===== config.mk =====
export PLATFORM = sky130hd
export DESIGN_NAME = servo_aim_ctrl
export DESIGN_NICKNAME = d
export VERILOG_FILES = /design/src/rtl/servo_aim_ctrl.sv
export SDC_FILE = /design/constraint.sdc
export NUM_CORES = 1
export LEC_CHECK = 0
export ABC_AREA = 1
export CAP_MARGIN = 20
export CORE_MARGIN = 2
export CORE_UTILIZATION = 60
export DETAILED_ROUTE_END_ITERATION = 10
export GPL_TIMING_DRIVEN = 0
export HOLD_SLACK_MARGIN = 0.1
export PLACE_DENSITY = 0.93
export SKIP_CTS_REPAIR_TIMING = 1
export SLEW_MARGIN = 20
export SYNTH_ARGS = -nofsm -noshare
export SYNTH_HDL_FRONTEND = slang
export SYNTH_SLANG_ARGS = --single-unit

===== constraint.sdc =====
create_clock -name clk -period 8.77 [get_ports clk]
set_input_delay 2.631 -clock clk [delete_from_list [all_inputs] [get_ports clk]]
set_output_delay 2.631 -clock clk [all_outputs]
set_load 0.005 [all_outputs]

===== src/rtl/servo_aim_ctrl.sv =====
// Pan/tilt servo aiming controller: frame-synchronous proportional tracking with homing,
// plus two PWM generators that only pick up a new pulse width at the start of each period.
module servo_aim_ctrl #(
  parameter int PWM_PERIOD = 500000,
  parameter int PULSE_MIN  = 25000,
  parameter int PULSE_MAX  = 50000,
  parameter int PULSE_HOME = 37500,
  parameter int CX         = 320,
  parameter int CY         = 240,
  parameter int DEADBAND   = 16,
  parameter int KP         = 4,
  parameter int MAX_STEP   = 1000,
  parameter int HOME_STEP  = 500
) (
  input  logic        clk,
  input  logic        reset,
  input  logic        v_sync,
  input  logic [9:0]  aim_x,
  input  logic [9:0]  aim_y,
  input  logic        aim_detected,
  input  logic        target_off,
  output logic        pan_pwm,
  output logic        tilt_pwm,
  output logic [15:0] pan_pos,
  output logic [15:0] tilt_pos,
  output logic [1:0]  state,
  output logic        on_target
);

  localparam logic [1:0] S_HOLD  = 2'd0;
  localparam logic [1:0] S_TRACK = 2'd1;
  localparam logic [1:0] S_HOME  = 2'd2;

  localparam logic signed [19:0] CX_S    = 20'(CX);
  localparam logic signed [19:0] CY_S    = 20'(CY);
  localparam logic signed [19:0] DB_S    = 20'(DEADBAND);
  localparam logic signed [19:0] KP_S    = 20'(KP);
  localparam logic signed [19:0] MSTEP_S = 20'(MAX_STEP);
  localparam logic signed [19:0] HSTEP_S = 20'(HOME_STEP);
  localparam logic signed [19:0] PMIN_S  = 20'(PULSE_MIN);
  localparam logic signed [19:0] PMAX_S  = 20'(PULSE_MAX);
  localparam logic signed [19:0] HOME_S  = 20'(PULSE_HOME);
  localparam logic [15:0]        HOME_U  = 16'(PULSE_HOME);
  localparam logic [18:0]        PER_M1  = 19'(PWM_PERIOD - 1);

  function automatic logic in_band(input logic [9:0] aim, input logic signed [19:0] centre);
    logic signed [19:0] err;
    err = $signed({10'b0, aim}) - centre;
    in_band = (err <= DB_S) && (err >= -DB_S);
  endfunction

  function automatic logic [15:0] track_axis(input logic [15:0] pos, input logic [9:0] aim,
                                             input logic signed [19:0] centre);
    logic signed [19:0] err, step, sum;
    err  = $signed({10'b0, aim}) - centre;
    step = err * KP_S;
    if (step > MSTEP_S) step = MSTEP_S;
    else if (step < -MSTEP_S) step = -MSTEP_S;
    sum = $signed({4'b0, pos}) + step;
    if (sum > PMAX_S) sum = PMAX_S;
    else if (sum < PMIN_S) sum = PMIN_S;
    track_axis = in_band(aim, centre) ? pos : sum[15:0];
  endfunction

  function automatic logic [15:0] home_axis(input logic [15:0] pos);
    logic signed [19:0] diff, nxt;
    diff = $signed({4'b0, pos}) - HOME_S;
    if ((diff <= HSTEP_S) && (diff >= -HSTEP_S)) nxt = HOME_S;
    else if (diff > 0) nxt = $signed({4'b0, pos}) - HSTEP_S;
    else nxt = $signed({4'b0, pos}) + HSTEP_S;
    home_axis = nxt[15:0];
  endfunction

  logic        vs_prev_q, arm_q;
  logic [1:0]  dly_q;
  logic [1:0]  state_q, state_d;
  logic [15:0] pan_q, pan_d, tilt_q, tilt_d;
  logic        ot_q, ot_d;
  logic [18:0] cnt_q, cnt_d;
  logic [15:0] pan_lat_q, pan_lat_d, tilt_lat_q, tilt_lat_d;
  logic        pan_pwm_q, pan_pwm_d, tilt_pwm_q, tilt_pwm_d;
  logic        edge_w, upd;

  // arm_q blocks a v_sync that is already high when reset is released
  assign edge_w = v_sync & ~vs_prev_q & arm_q;
  assign upd    = dly_q[1];

  always_ff @(posedge clk or posedge reset) begin
    if (reset) state_q <= S_HOLD;
    else       state_q <= state_d;
  end

  always_comb begin
    state_d = state_q;
    if (upd) begin
      if (aim_detected)    state_d = S_TRACK;
      else if (target_off) state_d = S_HOME;
      else                 state_d = S_HOLD;
    end
  end

  always_comb begin
    pan_d  = pan_q;
    tilt_d = tilt_q;
    ot_d   = ot_q;
    if (upd) begin
      ot_d = 1'b0;
      case (state_d)
        S_TRACK: begin
          pan_d  = track_axis(pan_q, aim_x, CX_S);
          tilt_d = track_axis(tilt_q, aim_y, CY_S);
          ot_d   = in_band(aim_x, CX_S) & in_band(aim_y, CY_S);
        end
        S_HOME: begin
          pan_d  = home_axis(pan_q);
          tilt_d = home_axis(tilt_q);
        end
        default: ;
      endcase
    end
  end

  // Latch uses the registered position, so a coincident update lands next period
  always_comb begin
    cnt_d      = (cnt_q == PER_M1) ? 19'd0 : cnt_q + 19'd1;
    pan_lat_d  = (cnt_q == 19'd0) ? pan_q  : pan_lat_q;
    tilt_lat_d = (cnt_q == 19'd0) ? tilt_q : tilt_lat_q;
    pan_pwm_d  = cnt_q < {3'b0, pan_lat_d};
    tilt_pwm_d = cnt_q < {3'b0, tilt_lat_d};
  end

  always_ff @(posedge clk or posedge reset) begin
    if (reset) begin
      vs_prev_q  <= 1'b0;
      arm_q      <= 1'b0;
      dly_q      <= 2'b00;
      pan_q      <= HOME_U;
      tilt_q     <= HOME_U;
      ot_q       <= 1'b0;
      cnt_q      <= 19'd0;
      pan_lat_q  <= HOME_U;
      tilt_lat_q <= HOME_U;
      pan_pwm_q  <= 1'b0;
      tilt_pwm_q <= 1'b0;
    end else begin
      vs_prev_q  <= v_sync;
      arm_q      <= 1'b1;
      dly_q      <= {dly_q[0], edge_w};
      pan_q      <= pan_d;
      tilt_q     <= tilt_d;
      ot_q       <= ot_d;
      cnt_q      <= cnt_d;
      pan_lat_q  <= pan_lat_d;
      tilt_lat_q <= tilt_lat_d;
      pan_pwm_q  <= pan_pwm_d;
      tilt_pwm_q <= tilt_pwm_d;
    end
  end

  always_comb begin
    state     = state_q;
    pan_pos   = pan_q;
    tilt_pos  = tilt_q;
    on_target = ot_q;
    pan_pwm   = pan_pwm_q;
    tilt_pwm  = tilt_pwm_q;
  end

endmodule


==> results.py <==
metrics = {
    "outcome": {
        "status": "finished clean",
    },
    "setup_path": {
        "r2r_cells": 27,
        "end_kind": "register",
        "endpoint": "tilt_pos[2]",
        "r2r-start": "tilt_pos[3]",
        "required_ns": 9.06,
        "critical_path_class": "in2reg",
        "worst_ep_arrival_time_ns": 7.04,
        "setup.worst_path.start": "aim_y[4]",
        "rrSetupSlack_ns": 4.50,
        "r2r_end": "tilt_pos[13]",
        "cpMostUsedCell": "nand2_1",
        "crit_path_max_fanout": 10,
        "worst_setup_path_start_kind": "primary input",
        "max_stage_delay_ns": 0.58,
        "cp_slowest_cell": "clkdlybuf4s50_1",
    },
    "floorplan": {
        "fp.dieW_um": 131,
        "num_rows": 46,
        "start_util_pct": 61.2,
        "die_h_um": 131,
        "die_area_um2": 17200,
        "ios": 62,
        "coreArea_um2": 15900,
    },
    "routing": {
        "vias_per_cell": 5.60,
        "dr.pass1.iters": 5,
        "dr.first_iter.drc_count": 1036,
        "drc_errors": 0,
        "vias": 10100,
        "routed_wl_mm": 25.5,
        "ant_nets": 0,
        "drt-wirelength-per-cell_um": 14.1,
    },
    "global_routing": {
        "track_usage_pct": 29.5,
        "grt_pass1_wl_mm": 42.6,
        "gr-total-overflow": 0,
        "grt_pass1_vias": 9562,
        "antenna_found_initial": 0,
        "grt_max_degree": 62,
    },
    "finish": {
        "fin_area_um2": 10900,
        "area_growth_pct": 11.9,
        "diodes": 0,
        "nets": 1711,
        "final_cell_count_no_fill": 1803,
        "final_layout_size_suffix_gt1_share_pct": 7.06,
        "n_fill_cell": 1385,
    },
    "timing": {
        "period_share_pct": 76.9,
        "slew_headroom_pct": 50.8,
        "tightest_slew_ns": 0.732,
        "slew_viol_final": 0,
        "tns_ns": 0,
        "layout_setup_ws_ns": 2.03,
        "finalSetupViolCount": 0,
        "finalClockSkew_ns": 0.00857,
        "hold_viol": 0,
        "fmax_ghz": 0.148,
        "rsz0062_at_grt": "no",
        "hold_ws_ns": 0.359,
        "min_period_ns": 6.74,
    },
    "clock_tree": {
        "path_clk_slew_ns": 0.07,
        "htreeDepth": 3,
        "cts_sinks": 88,
        "cts_max_path_buffers": 2,
        "clk_latency_ns": 0.36,
        "cts_root_buffer": "clkbuf_16",
        "numCtsBuffers": 9,
        "cts_tree": "done",
    },
    "power": {
        "power_density_nw_per_um2": 347,
        "p_leak_uw": 0.00566,
        "ir_drop_mv": 0.243,
    },
    "synthesis": {
        "synthArstFlopShare_pct": 100,
        "syn_inst": 1510,
        "ys_types": 58,
        "ys.flop_type": "dfrtp_1",
        "synth-edff-count": 0,
        "synth_area_per_cell_um2": 6.43,
        "ys_seq_area_share_pct": 23.1,
        "ys_ff_latch": 88,
        "ys_warn_count": 0,
        "synthesis.area_um2": 9720,
    },
    "placed_design": {
        "dp_slack_ns": 1.74,
        "numPortBuffers": 57,
        "hpwl_mm": 20.2,
        "dp.cells": 1787,
        "gp_congestion": 0.948,
        "placed_area_um2": 10600,
    },
    "hold_path": {
        "hold_path.class": "reg2reg",
    },
    "run": {
        "maxCapViolations": 0,
    },
}
[stage by stage]
stage,util (%),total power [µW]
after floorplan,-,2660
after global placement,66.5,3270
after detailed placement,66.7,3320
after CTS,68.5,3730
after global routing,68.5,4150
final,68.5,3770
[sequential cells by signal, summed over array words and instances, names as in the netlist]
register    flops
arm_q           1
cnt_q          19
dly_q           2
on_target       1
pan_lat_q      16
pan_pos        14
pan_pwm         1
state           2
tilt_lat_q     16
tilt_pos       14
tilt_pwm        1
vs_prev_q       1
[Yosys cell counts, types with 3 or more instances]
library cell  count  share of area, %
a211oi_1          3              0.23
a21o_1            4              0.31
a21oi_1          91               4.7
a21oi_2           4              0.36
a31oi_1           4              0.26
buf_4             5              0.39
clkbuf_1          7              0.27
dfrtp_1          56                14
dfstp_2          32               8.7
fa_1              4              0.82
ha_1            100                13
inv_1           232               9.0
inv_2             5              0.19
nand2_1         373                14
nand2_2          19               1.2
nand3_1         127               6.5
nand3_2           4              0.41
nand3b_1         10              0.77
nand4_1          35               2.3
nor2_1          177               6.8
nor2_2            5              0.32
nor3_1           29               1.5
o211ai_1          4              0.31
o21ai_0          77               4.0
o21ai_1           6              0.31
o21bai_1         11              0.85
o31ai_1           3              0.23
xnor2_1          12               1.1
xor2_1           31               2.8
[layer usage]
layer	GRT usage [%]	wire (µm)	vias up
li1	-	-	5068
met1	37.1	10800	4589
met2	52.0	12400	379
met3	3.20	1630	62
met4	11.5	691	0
met5	0	0	-
[how the worst min path moves through the flow]
stage                         from  endpoint  slack [ns]  depth (start not counted)
after floorplan           dly_q[0]  dly_q[1]        0.33                          0
after global placement    dly_q[0]  dly_q[1]        0.33                          0
after detailed placement  dly_q[0]  dly_q[1]        0.35                          0
after CTS                 dly_q[0]  dly_q[1]        0.36                          0
after global routing      dly_q[0]  dly_q[1]        0.37                          0
final                     dly_q[0]  dly_q[1]        0.36                          0
[critical path: cells and delay by family]
kind / cells / cell delay (ns)
and+or+nand+nor: 21 / 2.23
buffers and inverters: 5 / 1.11
adders and majority gates: 3 / 1.05
[cell usage in the layout (no fill, tap or decap), types with 5 or more instances in the layout]
cell type        Yosys  layout
nand2_1            373     373
inv_1              232     231
nor2_1             177     177
nand3_1            127     127
ha_1               100     100
a21oi_1             91      91
o21ai_0             77      77
clkdlybuf4s50_1      0      57
dfrtp_1             56      56
nand4_1             35      35
dfstp_2             32      32
xor2_1              31      31
nor3_1              29      29
nand2_2             19      19
xnor2_1             12      12
o21bai_1            11      11
nand3b_1            10      10
clkbuf_16            0       9
clkbuf_1             7       8
o21ai_1              6       6
inv_2                5       5
nor2_2               5       5
buf_4                5       5
conb_1               2       5
[area by class of cell]
| class | instances | area, µm² | area share (%) |
|---|---|---|---|
| multi-input combinational | 1169 | 6490 | 59.7 |
| sequential | 88 | 2240 | 20.6 |
| inverter | 238 | 896 | 8.24 |
| timing repair buffer | 58 | 598 | 5.50 |
| tap | 216 | 270 | 2.48 |
| clock buffer | 10 | 229 | 2.10 |
| buffer | 18 | 104 | 0.955 |
| clock inverter | 6 | 50.0 | 0.460 |
[where the power goes]
part	internal [µW]	total (µW)	switching [µW]
combinational	1030	2690	1660
sequential	502	702	201
clock	197	379	183
total	1730	3770	2040
[cells by family after synthesis]
family                     count (synthesis)  share of synthesized area (%)
and+or+nand+nor                          797                           36.1
buffers and inverters                    256                           10.3
AOI/OAI and AO/OA                        219                           12.6
adders and majority gates                104                           13.7
DFF                                       88                           23.1
xor gates and xnor gates                  44                           4.16
other                                      2                         0.0773
Power figures use the tool's default switching activity.
==> patch, RTL diff (config.mk and constraints unchanged) <==
Reset style: synchronous (`reset`), changed in 2 clocked blocks.
--- a/src/rtl/servo_aim_ctrl.sv
+++ b/src/rtl/servo_aim_ctrl.sv
@@ -85,7 +85,7 @@
   assign edge_w = v_sync & ~vs_prev_q & arm_q;
   assign upd    = dly_q[1];
 
-  always_ff @(posedge clk or posedge reset) begin
+  always_ff @(posedge clk) begin
     if (reset) state_q <= S_HOLD;
     else       state_q <= state_d;
   end
@@ -129,7 +129,7 @@
     tilt_pwm_d = cnt_q < {3'b0, tilt_lat_d};
   end
 
-  always_ff @(posedge clk or posedge reset) begin
+  always_ff @(posedge clk) begin
     if (reset) begin
       vs_prev_q  <= 1'b0;
       arm_q      <= 1'b0;
Behaviour: differs if reset is asserted again (counterexample within 4 cycles, from zero or initial values and one cycle with reset high); with reset held inactive, the same outputs for 4 cycles.
==> patch against the unedited design <==
Synthesized area fell by 3.6%; worst setup slack got worse by 130 ps; synthesized cell count rose by 1.7%; routed wire length grew 9.1%; clock skew up 4.8 ps; final area fell by 3.1%; sequential cell count unchanged.
Power is not compared: it rests on default switching activity, and its combinational part moved more than twofold at a synthesized area within 25%.
==> patch: results (changes against the unedited design) <==
Clocking
  – H-Tree Depth: 3 (unchanged)
  – Total CTS buffers: 9 (unchanged)
  – Clk pin slew, worst setup/hold paths: 60 ps
  – Root buffer cell: clkbuf_16
  – Clk buf depth: 2 (unchanged)
  – Clk_lat worst skew: about 350 ps

Setup path
  – Worst EP arrival: 7110 ps (+70 ps)
  – Worst R2R Path Depth: 27 (unchanged)
  – Slowest CP cell: clkdlybuf4s50_1
  – Worst r2r dst: tilt_pos[13]
  – Reg2reg start: tilt_pos[3]
  – CP max stage delay: 560 ps (-20 ps)
  – Crit path max-delay family: simple AND/OR/NAND/NOR gates
  – Crit path max fanout: 10 (unchanged)
  – Reg2reg setup slack: 4250 ps (-250 ps)

Finish
  – # diodes: 0 (unchanged)
  – NumNets Final: 1735 (+1.4%)
  – Non-filler cells, final: 1822 (+1.1%)
  – Largest regs: cnt_q x19, pan_lat_q x16, tilt_lat_q x16
  – Share of cells above drive strength 1: 4.90% (-2.2 points)

Global route
  – Initial antenna violation count: 0 (unchanged)
  – First-pass GRT wire length: 45300 um (+6.3%)
  – Largest net degree at the start of global routing: 16 (-74%)
  – Vias in the first global route: 9801 (+2.5%)
  – Gr usage total: 33.4% (+3.9 points)

Timing
  – Worst-Margin Slew: 642 ps (-90.2 ps)
  – Minimum clock period: 6880 ps (+133 ps)
  – Final Skew: 13.3 ps (+4.75 ps)
  – Final Setup Violations: 0 (unchanged)

Synthesis
  – Most instantiated cells after synthesis: 365 x nand2_1, 201 x nor2_1, 193 x inv_1
  – Register area share after synthesis: 18.8% (-4.3 points)
  – Ys async rst share: 0% (-100 points)
  – Syn Inst Count: 1535 (+1.7%)
  – Top post-synthesis cells by area: dfxtp_1 19%, nand2_1 15%, ha_1 13%, nor2_1 8.1%, a21oi_1 7.8%
  – Main flop type after synthesis: dfxtp_1
  – Synth warn: 0 (unchanged)
  – Cell variety after synth: 51 (-12%)

Hold path
  – Hold EP: dly_q[0]
  – Hold Path Stages: 1 (+1)
  – Worst hold start: vs_prev_q
  – Hold crit path type: flip-flop to flip-flop

Power and ir drop
  – Leakage: 5.24 nW
  – Peak VDD IR: ~0.00011 V

Route
  – Initial drt markers: 1248 (+20%)
  – DRT Pass-1 Iters: 6 (+1)
  – Vias: 10605 (+5.0%)
  – Detail-routed net length per standard cell: 15.3 um (+8.0%)

Placement
  – Placed insts: 1806 (+1.1%)
  – Dpl ws: 1580 ps (-168 ps)
  – Post-DP HPWL: 21400 um (+5.7%)
  – Placed inst area: 10200 sq um (-3.6%)
  – I/O Buffers: 57 (unchanged)
  – RePlAce Congestion: 0.993 (+4.8%)

Status
  – Outcome: completed
## patch: cell types whose count changed in the layout (fill, tap and decap cells not counted), moves of 9 or more
cell,delta
o21ai_0,-12
dfrtp_1,-56
dfstp_2,-32
a21oi_1,+55
inv_1,-38
o21ai_1,+9
nor2_1,+24
dfxtp_1,+88
## patch: cell families after synthesis
family / after synthesis / synth area share, %
and+or+nand+nor: 789 / 36.4
AOI/OAI and AO/OA: 267 / 15.6
buffers and inverters: 234 / 9.75
adders and majority gates: 104 / 14.2
DFF: 88 / 18.8
xor gates and xnor gates: 50 / 4.95
muxes: 2 / 0.214
other: 1 / 0.0400
## patch: cell type report
class / instances / area [sq um]
Buffer: 30 / 148
Clock buffer: 10 / 229
Clock inverter: 6 / 92.6
Fill cell: 1301 / 4720
Inverter: 204 / 766
Multi-Input combinational cell: 1216 / 6710
Sequential cell: 88 / 1760
Tap cell: 211 / 264
Timing Repair Buffer: 57 / 571
## patch: layer usage
metal | track usage [%] | share of wire, % | up-vias
met1 | 42.5 | 41 | 4753
met4 | 14.8 | 4.1 | 0
li1 | - | - | 5180
met3 | 5.90 | 9.5 | 112
met2 | 55.6 | 45 | 560
met5 | 0 | 0 | -
## patch: worst max path at each step
stage / from / to
2_1_floorplan: aim_y[4] / tilt_pos[6]
3_3_place_gp: aim_y[4] / tilt_pos[6]
3_5_place_dp: aim_y[4] / tilt_pos[6]
4_1_cts: aim_y[4] / tilt_pos[6]
5_1_grt: aim_y[4] / tilt_pos[6]
6_report: aim_y[4] / tilt_pos[6]
## patch: per-stage QoR
step | hold slack, ps | total power [mW] | util [%]
finish | 401 | 1.62 | 69.1
global route | 416 | 1.73 | 69.1
CTS | 398 | 1.60 | 69.1
detailed placement | 389 | 1.18 | 67.0
global placement | 369 | 1.15 | 67.0
floorplan | 366 | 1.01 | -
## patch: power by group
part	switching, mW	leakage (nW)	total, mW	internal [mW]
Sequential	0.00701	0.715	0.417	0.410
Clock	0.169	0.155	0.421	0.252
Combinational	0.509	4.37	0.783	0.274
Total	0.686	5.24	1.62	0.936
